[src/rtl/sal_bk_pkg.sv]
// Shared types for the per-bank DDR2 controller: command encoding, bank FSM
// states and the request holding-register layout.
package sal_bk_pkg;

  localparam int unsigned SAL_RA_W  = 14;
  localparam int unsigned SAL_CA_W  = 10;
  localparam int unsigned SAL_ID_W  = 4;
  localparam int unsigned SAL_LEN_W = 4;

  typedef enum logic [2:0] {
    ACT = 3'd0,
    RD  = 3'd1,
    WR  = 3'd2,
    PRE = 3'd3,
    REF = 3'd4
  } sal_cmd_t;

  typedef enum logic [1:0] {
    S_IDLE,
    S_ACTIVE,
    S_REFRESH
  } bk_state_t;

  // Field widths are the maximum supported; instances slice down to their own widths.
  typedef struct packed {
    logic                 wr;
    logic [SAL_RA_W-1:0]  ra;
    logic [SAL_CA_W-1:0]  ca;
    logic [SAL_ID_W-1:0]  id;
    logic [SAL_LEN_W-1:0] len;
  } sal_bk_req_t;

endpackage

[src/rtl/sal_timing_cnt.sv]
// Load/decrement timing counter: loads value-1 and counts down to zero.
// With MaxLoad set, a load never shortens a window that is still running.
module sal_timing_cnt #(
  parameter int unsigned TW      = 5,
  parameter bit          MaxLoad = 1'b0
) (
  input  logic          clk,
  input  logic          rst_n,
  input  logic          load_i,
  input  logic [TW-1:0] val_i,
  output logic          zero_o
);

  logic [TW-1:0] cnt_q;
  logic [TW-1:0] dec_val;
  logic [TW-1:0] load_val;

  always_comb begin
    dec_val  = (val_i == '0) ? '0 : val_i - 1'b1;
    load_val = (MaxLoad && (cnt_q > dec_val)) ? cnt_q : dec_val;
  end

  always_ff @(posedge clk or negedge rst_n) begin
    if (!rst_n) begin
      cnt_q <= '0;
    end else if (load_i) begin
      cnt_q <= load_val;
    end else if (cnt_q != '0) begin
      cnt_q <= cnt_q - 1'b1;
    end
  end

  assign zero_o = (cnt_q == '0);

endmodule

[src/rtl/sal_bk_ctrl_gen.sv]
// Per-bank DDR2 controller: holds one request, tracks the open row and bank
// timing, and offers ACT/RD/WR/PRE/REF to the command scheduler.
module sal_bk_ctrl_gen
  import sal_bk_pkg::*;
#(
  parameter int unsigned BA         = 0,
  parameter int unsigned BA_W       = 3,
  parameter int unsigned RA_W       = 14,
  parameter int unsigned CA_W       = 10,
  parameter int unsigned ID_W       = 4,
  parameter int unsigned LEN_W      = 4,
  parameter int unsigned TW         = 5,
  parameter bit          CLOSE_PAGE = 1'b0
) (
  input  logic             clk,
  input  logic             rst_n,
  input  logic [TW-1:0]    t_rcd_i,
  input  logic [TW-1:0]    t_ras_i,
  input  logic [TW-1:0]    t_rp_i,
  input  logic [TW-1:0]    t_rtp_i,
  input  logic [TW-1:0]    t_wtp_i,
  input  logic [TW-1:0]    t_rfc_i,
  input  logic             req_valid_i,
  output logic             req_ready_o,
  input  logic             req_wr_i,
  input  logic [RA_W-1:0]  req_ra_i,
  input  logic [CA_W-1:0]  req_ca_i,
  input  logic [ID_W-1:0]  req_id_i,
  input  logic [LEN_W-1:0] req_len_i,
  output logic             cmd_valid_o,
  output logic [2:0]       cmd_type_o,
  input  logic             cmd_gnt_i,
  output logic [BA_W-1:0]  cmd_ba_o,
  output logic [RA_W-1:0]  cmd_ra_o,
  output logic [CA_W-1:0]  cmd_ca_o,
  output logic [ID_W-1:0]  cmd_id_o,
  output logic [LEN_W-1:0] cmd_len_o,
  input  logic             ref_req_i,
  output logic             ref_gnt_o
);

  bk_state_t       state_q;
  sal_bk_req_t     pend_q;
  logic            pend_vld_q;
  logic [RA_W-1:0] cur_ra_q;

  logic            rcd_zero, ras_zero, c2p_zero, busy_zero;
  logic [RA_W-1:0] pend_ra;
  logic            hit, miss, grant;
  logic            act_ld, col_ld, pre_ld, ref_ld;
  sal_cmd_t        cmd_type;

  assign pend_ra = pend_q.ra[RA_W-1:0];
  assign hit     = pend_vld_q && (pend_ra == cur_ra_q);
  assign miss    = pend_vld_q && (pend_ra != cur_ra_q);

  always_comb begin
    cmd_valid_o = 1'b0;
    cmd_type    = ACT;
    cmd_ba_o    = '0;
    cmd_ra_o    = '0;
    cmd_ca_o    = '0;
    cmd_id_o    = '0;
    cmd_len_o   = '0;
    unique case (state_q)
      S_IDLE: begin
        if (ref_req_i && busy_zero) begin
          cmd_valid_o = 1'b1;
          cmd_type    = REF;
          cmd_ba_o    = BA_W'(BA);
        end else if (pend_vld_q && busy_zero) begin
          cmd_valid_o = 1'b1;
          cmd_type    = ACT;
          cmd_ba_o    = BA_W'(BA);
          cmd_ra_o    = pend_ra;
        end
      end
      S_ACTIVE: begin
        if (hit && rcd_zero) begin
          cmd_valid_o = 1'b1;
          cmd_type    = pend_q.wr ? WR : RD;
          cmd_ba_o    = BA_W'(BA);
          cmd_ra_o    = cur_ra_q;
          cmd_ca_o    = pend_q.ca[CA_W-1:0];
          cmd_id_o    = pend_q.id[ID_W-1:0];
          cmd_len_o   = pend_q.len[LEN_W-1:0];
        end else if (ras_zero && c2p_zero &&
                     (miss || ((ref_req_i || CLOSE_PAGE) && !hit))) begin
          cmd_valid_o = 1'b1;
          cmd_type    = PRE;
          cmd_ba_o    = BA_W'(BA);
          cmd_ra_o    = cur_ra_q;
        end
      end
      default: ;
    endcase
  end

  assign cmd_type_o  = cmd_type;
  assign grant       = cmd_valid_o && cmd_gnt_i;
  assign act_ld      = grant && (cmd_type == ACT);
  assign col_ld      = grant && ((cmd_type == RD) || (cmd_type == WR));
  assign pre_ld      = grant && (cmd_type == PRE);
  assign ref_ld      = grant && (cmd_type == REF);
  assign ref_gnt_o   = ref_ld;
  assign req_ready_o = !pend_vld_q && !ref_req_i;

  always_ff @(posedge clk or negedge rst_n) begin
    if (!rst_n) begin
      state_q    <= S_IDLE;
      pend_vld_q <= 1'b0;
      pend_q     <= '0;
      cur_ra_q   <= '0;
    end else begin
      if (req_valid_i && req_ready_o) begin
        pend_vld_q <= 1'b1;
        pend_q     <= '{wr:  req_wr_i,
                        ra:  SAL_RA_W'(req_ra_i),
                        ca:  SAL_CA_W'(req_ca_i),
                        id:  SAL_ID_W'(req_id_i),
                        len: SAL_LEN_W'(req_len_i)};
      end else if (col_ld) begin
        pend_vld_q <= 1'b0;
      end
      unique case (state_q)
        S_IDLE: begin
          if (act_ld) begin
            state_q  <= S_ACTIVE;
            cur_ra_q <= pend_ra;
          end else if (ref_ld) begin
            state_q <= S_REFRESH;
          end
        end
        S_ACTIVE:  if (pre_ld) state_q <= S_IDLE;
        S_REFRESH: if (busy_zero) state_q <= S_IDLE;
        default:   state_q <= S_IDLE;
      endcase
    end
  end

  sal_timing_cnt #(.TW(TW), .MaxLoad(1'b0)) u_rcd_cnt (
    .clk    (clk),
    .rst_n  (rst_n),
    .load_i (act_ld),
    .val_i  (t_rcd_i),
    .zero_o (rcd_zero)
  );

  sal_timing_cnt #(.TW(TW), .MaxLoad(1'b0)) u_ras_cnt (
    .clk    (clk),
    .rst_n  (rst_n),
    .load_i (act_ld),
    .val_i  (t_ras_i),
    .zero_o (ras_zero)
  );

  // A read issued inside a write's recovery window must not shorten it.
  sal_timing_cnt #(.TW(TW), .MaxLoad(1'b1)) u_c2p_cnt (
    .clk    (clk),
    .rst_n  (rst_n),
    .load_i (col_ld),
    .val_i  ((cmd_type == WR) ? t_wtp_i : t_rtp_i),
    .zero_o (c2p_zero)
  );

  sal_timing_cnt #(.TW(TW), .MaxLoad(1'b0)) u_busy_cnt (
    .clk    (clk),
    .rst_n  (rst_n),
    .load_i (pre_ld || ref_ld),
    .val_i  (pre_ld ? t_rp_i : t_rfc_i),
    .zero_o (busy_zero)
  );

  gnt_only_when_valid: assert property (@(posedge clk) disable iff (!rst_n)
    cmd_gnt_i |-> cmd_valid_o);
  no_act_while_busy: assert property (@(posedge clk) disable iff (!rst_n)
    (cmd_valid_o && (cmd_type == ACT)) |-> busy_zero);

endmodule
[config.mk]
export PLATFORM = sky130hd
export DESIGN_NAME = sal_bk_ctrl_gen
export DESIGN_NICKNAME = d
export VERILOG_FILES = /design/src/rtl/sal_bk_pkg.sv /design/src/rtl/sal_timing_cnt.sv /design/src/rtl/sal_bk_ctrl_gen.sv
export SDC_FILE = /design/constraint.sdc
export NUM_CORES = 1
export LEC_CHECK = 0
export ABC_CLOCK_PERIOD_IN_PS = 13000
export BUFFER_PORTS_ARGS = -buffer_cell sky130_fd_sc_hd__buf_2
export CORE_MARGIN = 5
export CORE_UTILIZATION = 40
export DETAILED_ROUTE_END_ITERATION = 12
export SYNTH_ARGS = -nofsm -noshare
export SYNTH_HDL_FRONTEND = slang
export SYNTH_HIERARCHICAL = 1
export SYNTH_SLANG_ARGS = --single-unit
[constraint.sdc]
create_clock -name clk -period 13 [get_ports clk]
set_input_delay 2.6 -clock clk [delete_from_list [all_inputs] [get_ports clk]]
set_output_delay 2.6 -clock clk [all_outputs]
set_load 0.1 [all_outputs]
Word level (Yosys, flattened, before mapping)
Index checks and enable logic that the tools add are counted.
- input bits: 68
- flip-flop bits (word level): 70
- output and inout bits: 41
- word-level logic and storage cells: 119
- reductions and logical operators: 43
- equal/unequal tests: 12
- add/sub/neg operators: 8
- $lt $le $gt $ge: 1
- mux-type cells: 43
- operator list (operator ; count):
    5-bit 2-to-1 mux ; 15
    14-bit 2-to-1 mux ; 4
    5-bit logical NOT ; 8
    5-bit by 1-bit subtractor with 5-bit output (second input constant) ; 8
    14-bit one-hot mux with 2 select lines ; 1
    10-bit 2-to-1 mux ; 2
    5-bit nonzero test ; 4
    4-bit 2-to-1 mux ; 4
    1-bit logical AND ; 15
    14-bit equality test ; 1
    2-bit 2-to-1 mux ; 7
    14-bit inequality test ; 1
    2-bit nonzero test ; 5
    3-bit by 2-bit equality test with 1-bit output (second input constant) ; 2
    1-bit 2-to-1 mux ; 6
    2-bit inequality test (second input constant) ; 3
    2-bit one-hot mux with 3 select lines ; 1
    3-bit one-hot mux with 2 select lines ; 1
    5-bit greater-than comparator ; 1
    2-bit AND reduction ; 2
    3-bit by 1-bit equality test with 1-bit output (second input constant) ; 1
    3-bit equality test (second input constant) ; 1
    1-bit logical NOT ; 3
    3-bit logical NOT ; 1
    8 further kinds ; 10

Logic depth before layout (Yosys ltp)
- depth in word-level cells: 16
- mapped depth: 22
- mapped depth without buffers: 21

By module
Netlist, hierarchy kept.
- modules (own cells, without submodules) (module ; times used ; area an instance (sq um) ; cells each ; seq. area each (sq um)):
    sal_bk_ctrl_gen ; 1 ; 2595.0 ; 208 ; 1251.2
    sal_timing_cnt (u_busy_cnt ...) ; 3 ; 349.1 ; 39 ; 125.1
    sal_timing_cnt (u_c2p_cnt) ; 1 ; 545.5 ; 66 ; 125.1

Worst setup path before layout
No wires, ideal clock.
- path type: in2out
- start: input ref_req_i
- end: output cmd_type_o[1]
- setup slack: 4.933 ns
- cell stages on the path: 4
- data arrival time: 5.467 ns
- data required time: 10.400 ns
- path buffers: 0
- path through: nor2_1 > nor2_1 > nand3_1 > o21ai_0
- cells in the longest elaborated chain, start to end: 6
- ends and longest elaborated chain (what ; line ; source):
    start, declared ; sal_bk_ctrl_gen.sv:38 ; input logic ref_req_i,
    1-bit logical AND ; sal_bk_ctrl_gen.sv:88 ; (miss || ((ref_req_i || CLOSE_PAGE) && !hit))) begin
    1-bit logical OR ; sal_bk_ctrl_gen.sv:88 ;
    1-bit logical AND ; sal_bk_ctrl_gen.sv:87 ; end else if (ras_zero && c2p_zero &&
    2-bit 2-to-1 mux ; sal_bk_ctrl_gen.sv:87 ;
    2-bit 2-to-1 mux ; sal_bk_ctrl_gen.sv:79 ; if (hit && rcd_zero) begin
    3-bit one-hot mux with 2 select lines ; sal_bk_ctrl_gen.sv:65 ; unique case (state_q)
    end, declared ; sal_bk_ctrl_gen.sv:31 ; output logic [2:0] cmd_type_o,
No other way between the ends.

Worst setup path after layout
- start: input ref_req_i
- end: output cmd_valid_o
- cells in the longest elaborated chain, start to end: 6
- elaborated cells on any way between the ends: 8
- classes of those cells: 4 x mux; 4 x reduce/logical
- ends and longest elaborated chain (what ; line ; source):
    1-bit logical AND ; sal_bk_ctrl_gen.sv:88 ;
    1-bit logical OR ; sal_bk_ctrl_gen.sv:88 ;
    1-bit logical AND ; sal_bk_ctrl_gen.sv:87 ;
    1-bit 2-to-1 mux ; sal_bk_ctrl_gen.sv:87 ;
    1-bit 2-to-1 mux ; sal_bk_ctrl_gen.sv:79 ;
    1-bit one-hot mux with 2 select lines * ; sal_bk_ctrl_gen.sv:65 ;
    end, declared ; sal_bk_ctrl_gen.sv:30 ; output logic cmd_valid_o,
Mark *: on every way between the ends. The rest lies on a longest branch, timed or not.

==> results.ini <==
[cts]
cts_setup_buffers = 0
htree_levels = 3
cts_resized = 0
worstSkewPairLatency_ns = 0.34
ctsLongestPathBuffers = 2
holdBufCountCts = 0
path_clk_slew_ns = 0.08
tritoncts = built
root_buffer = clkbuf_8
cts-buffers-inserted = 9
clock-sinks = 70

[floorplanning]
die_area_sq_um = 12600
core_sq_um = 10300
rows = 37
start_util_pct = 40.7
die_h_microns = 112
ioPinCount = 109
die_width_microns = 112

[synthesis]
synth-main-ff-cell = dfrtp_1
synth_top_area_share_pct = 41.8
avgSynthCellArea_sq_um = 10.7
syn_inst = 391
synthArstFlopShare_pct = 100
ys_warn_count = 6
synth-seq-cells = 70
synthTopCellsByArea = dfrtp_1 42%, mux2_2 14%, ha_1 4.2%
yosysSeqAreaShare_pct = 41.8
synth_top_cell_by_area = dfrtp_1
yosysUniqueCellTypes = 58
synth_edf_count = 0
synth_area_sq_um = 4190

[timing]
setup_viol = 0
tns_ns = 0
final-hold-violation-count = 0
period_share_pct = 56.0
fin_hold_ws_ns = 0.492
finClkSkew_ns = 0.0101
rsz0062_at_grt = no
relSlewSlack_pct = 24.6
period_minus_slack_ns = 7.28
tightest_slew_ns = 1.12
clock.fmax_mhz = 137
drv_slew = 0

[global_routing]
grt_max_degree = 71
grt_pass1_wl_microns = 15300
overflow = 0
antenna_found_initial = 0
grt_pass1_vias = 3238
grt.total_usage_pct = 14.8

[critical_path]
worstSetupPathType = input port to output port
worstSetupEndpointType = output port
crit_required_ns = 10.40
crit_path_max_fanout = 15
start_kind = input port
r2r_cells = 20
crit_arrival_ns = 4.68

[routing]
drt_wl_total_microns = 9330
drt_first_pass_iters = 4
drc = 0
wl_per_cell_microns = 14.7
via_per_inst = 5.04
ant_nets = 0
drtIter0Drc = 131
via_count = 3205

[placed_design]
hpwl_microns = 7070
dp_cells = 621
io_buffers = 105
gp_congestion = 0.827

[layout]
mostFrequentLayoutCells = 105 x buf_2, 70 x dfrtp_1, 53 x mux2_2
fill_cells = 998
instances_no_fill = 636
mostFrequentLayoutCell = buf_2
n_antenna_cell = 0
layout.nets = 578
drive_gt1_share_pct = 39.8
area_growth_pct = 20.8

[worst_hold_path]
min_path_type = flip-flop to flip-flop
hold_depth = 1

[power_and_ir_drop]
p_per_area_nw_per_um2 = 198
p_leak_nw = 2.52
ir_drop_uv = 81.8

[run]
cap_viol_max_count = 0

[status]
status = completed

## cell families (layout without fill, tap and decap cells)
logic type / Yosys count / count (layout) / share of synthesized area, %
and+or+nand+nor: 111 / 111 / 16.6
DFF: 70 / 70 / 41.8
AOI/OAI and AO/OA: 67 / 67 / 11.6
muxes: 59 / 59 / 16.3
buffers and inverters: 46 / 153 / 4.63
xor gates and xnor gates: 23 / 23 / 4.81
adders and majority gates: 14 / 14 / 4.18
other: 1 / 3 / 0.0895
## worst max-delay path: stages
cell and delay, ns:
buf_2 0.11, nor2_1 0.07, nor2_1 0.10, nand3_1 0.18
o21ai_1 0.92, o21bai_1 0.25, buf_2 0.45
## cell usage after synthesis (all sizes together) (3+ instances only)
cell type,number
nor2,15
o311ai,3
a22oi,6
nand4,5
clkbuf,10
o22ai,4
nand2b,7
a21oi,7
xor2,6
xnor2,17
and2,22
buf,6
dfrtp,70
nor3,10
a22o,14
or2b,3
a21o,10
ha,14
nand3b,4
or4b,6
or4,3
mux2,58
nand2,11
and3,4
nand3,9
inv,30
o21ai,14
## path summary, 6_finish.rpt
check / start / endpoint / slack (ns)
max: ref_req_i / cmd_valid_o / 5.72
min: state_q[0] / state_q[1] / 0.49
max reg2reg: u_rcd_cnt/cnt_q[0] / u_c2p_cnt/cnt_q[1] / 7.79
min reg2reg: state_q[0] / state_q[1] / 0.49
max in group asynchronous: rst_n / pend_ra[11] / 9.96
min in group asynchronous: rst_n / pend_q[14] / 2.45
## cell type report
cell class / count / area [sq um] / area share [%]
repair buffers: 108 / 548 / 10.8
well taps: 136 / 170 / 3.36
flip-flops and latches: 70 / 1750 / 34.6
multi-input cells: 277 / 2250 / 44.6
inverters: 30 / 113 / 2.23
clock inverters: 5 / 82.6 / 1.63
clock buffers: 10 / 138 / 2.72
## registers in the layout, summed over array words and instances, names as in the netlist
| name | cells |
|---|---|
| pend_q | 19 |
| pend_vld_q | 1 |
| u_ras_cnt/cnt_q | 5 |
| pend_ra | 14 |
| u_rcd_cnt/cnt_q | 5 |
| u_c2p_cnt/cnt_q | 5 |
| cur_ra_q | 14 |
| u_busy_cnt/cnt_q | 5 |
| state_q | 2 |
## report_power, final
| part | total [mW] | switching, mW | internal (mW) |
|---|---|---|---|
| Combinational | 0.394 | 0.192 | 0.202 |
| Clock | 0.196 | 0.0833 | 0.113 |
| Sequential | 0.412 | 0.0863 | 0.326 |
| Total | 1.00 | 0.361 | 0.641 |
## stage by stage
stage | utilization [%] | power, mW | setup WS (ns) | cell area, sq um
2_1_floorplan | - | 0.722 | 4.93 | 4200
3_3_place_gp | 47.1 | 0.802 | 5.72 | 4840
3_5_place_dp | 47.1 | 0.815 | 5.71 | 4840
4_1_cts | 49.2 | 1.02 | 5.71 | 5060
5_1_grt | 49.2 | 1.08 | 5.48 | 5060
6_report | 49.2 | 1.00 | 5.72 | 5060
## metal layers
metal	GRT usage, %	share of wire, %	routed length (microns)	up-vias
li1	-	-	-	1596
met1	18.6	44	4080	1537
met2	25.6	51	4740	60
met3	2.96	4.1	384	12
met4	4.57	1.2	113	0
met5	0	0	0	-
(Power assumes the default switching activity.)
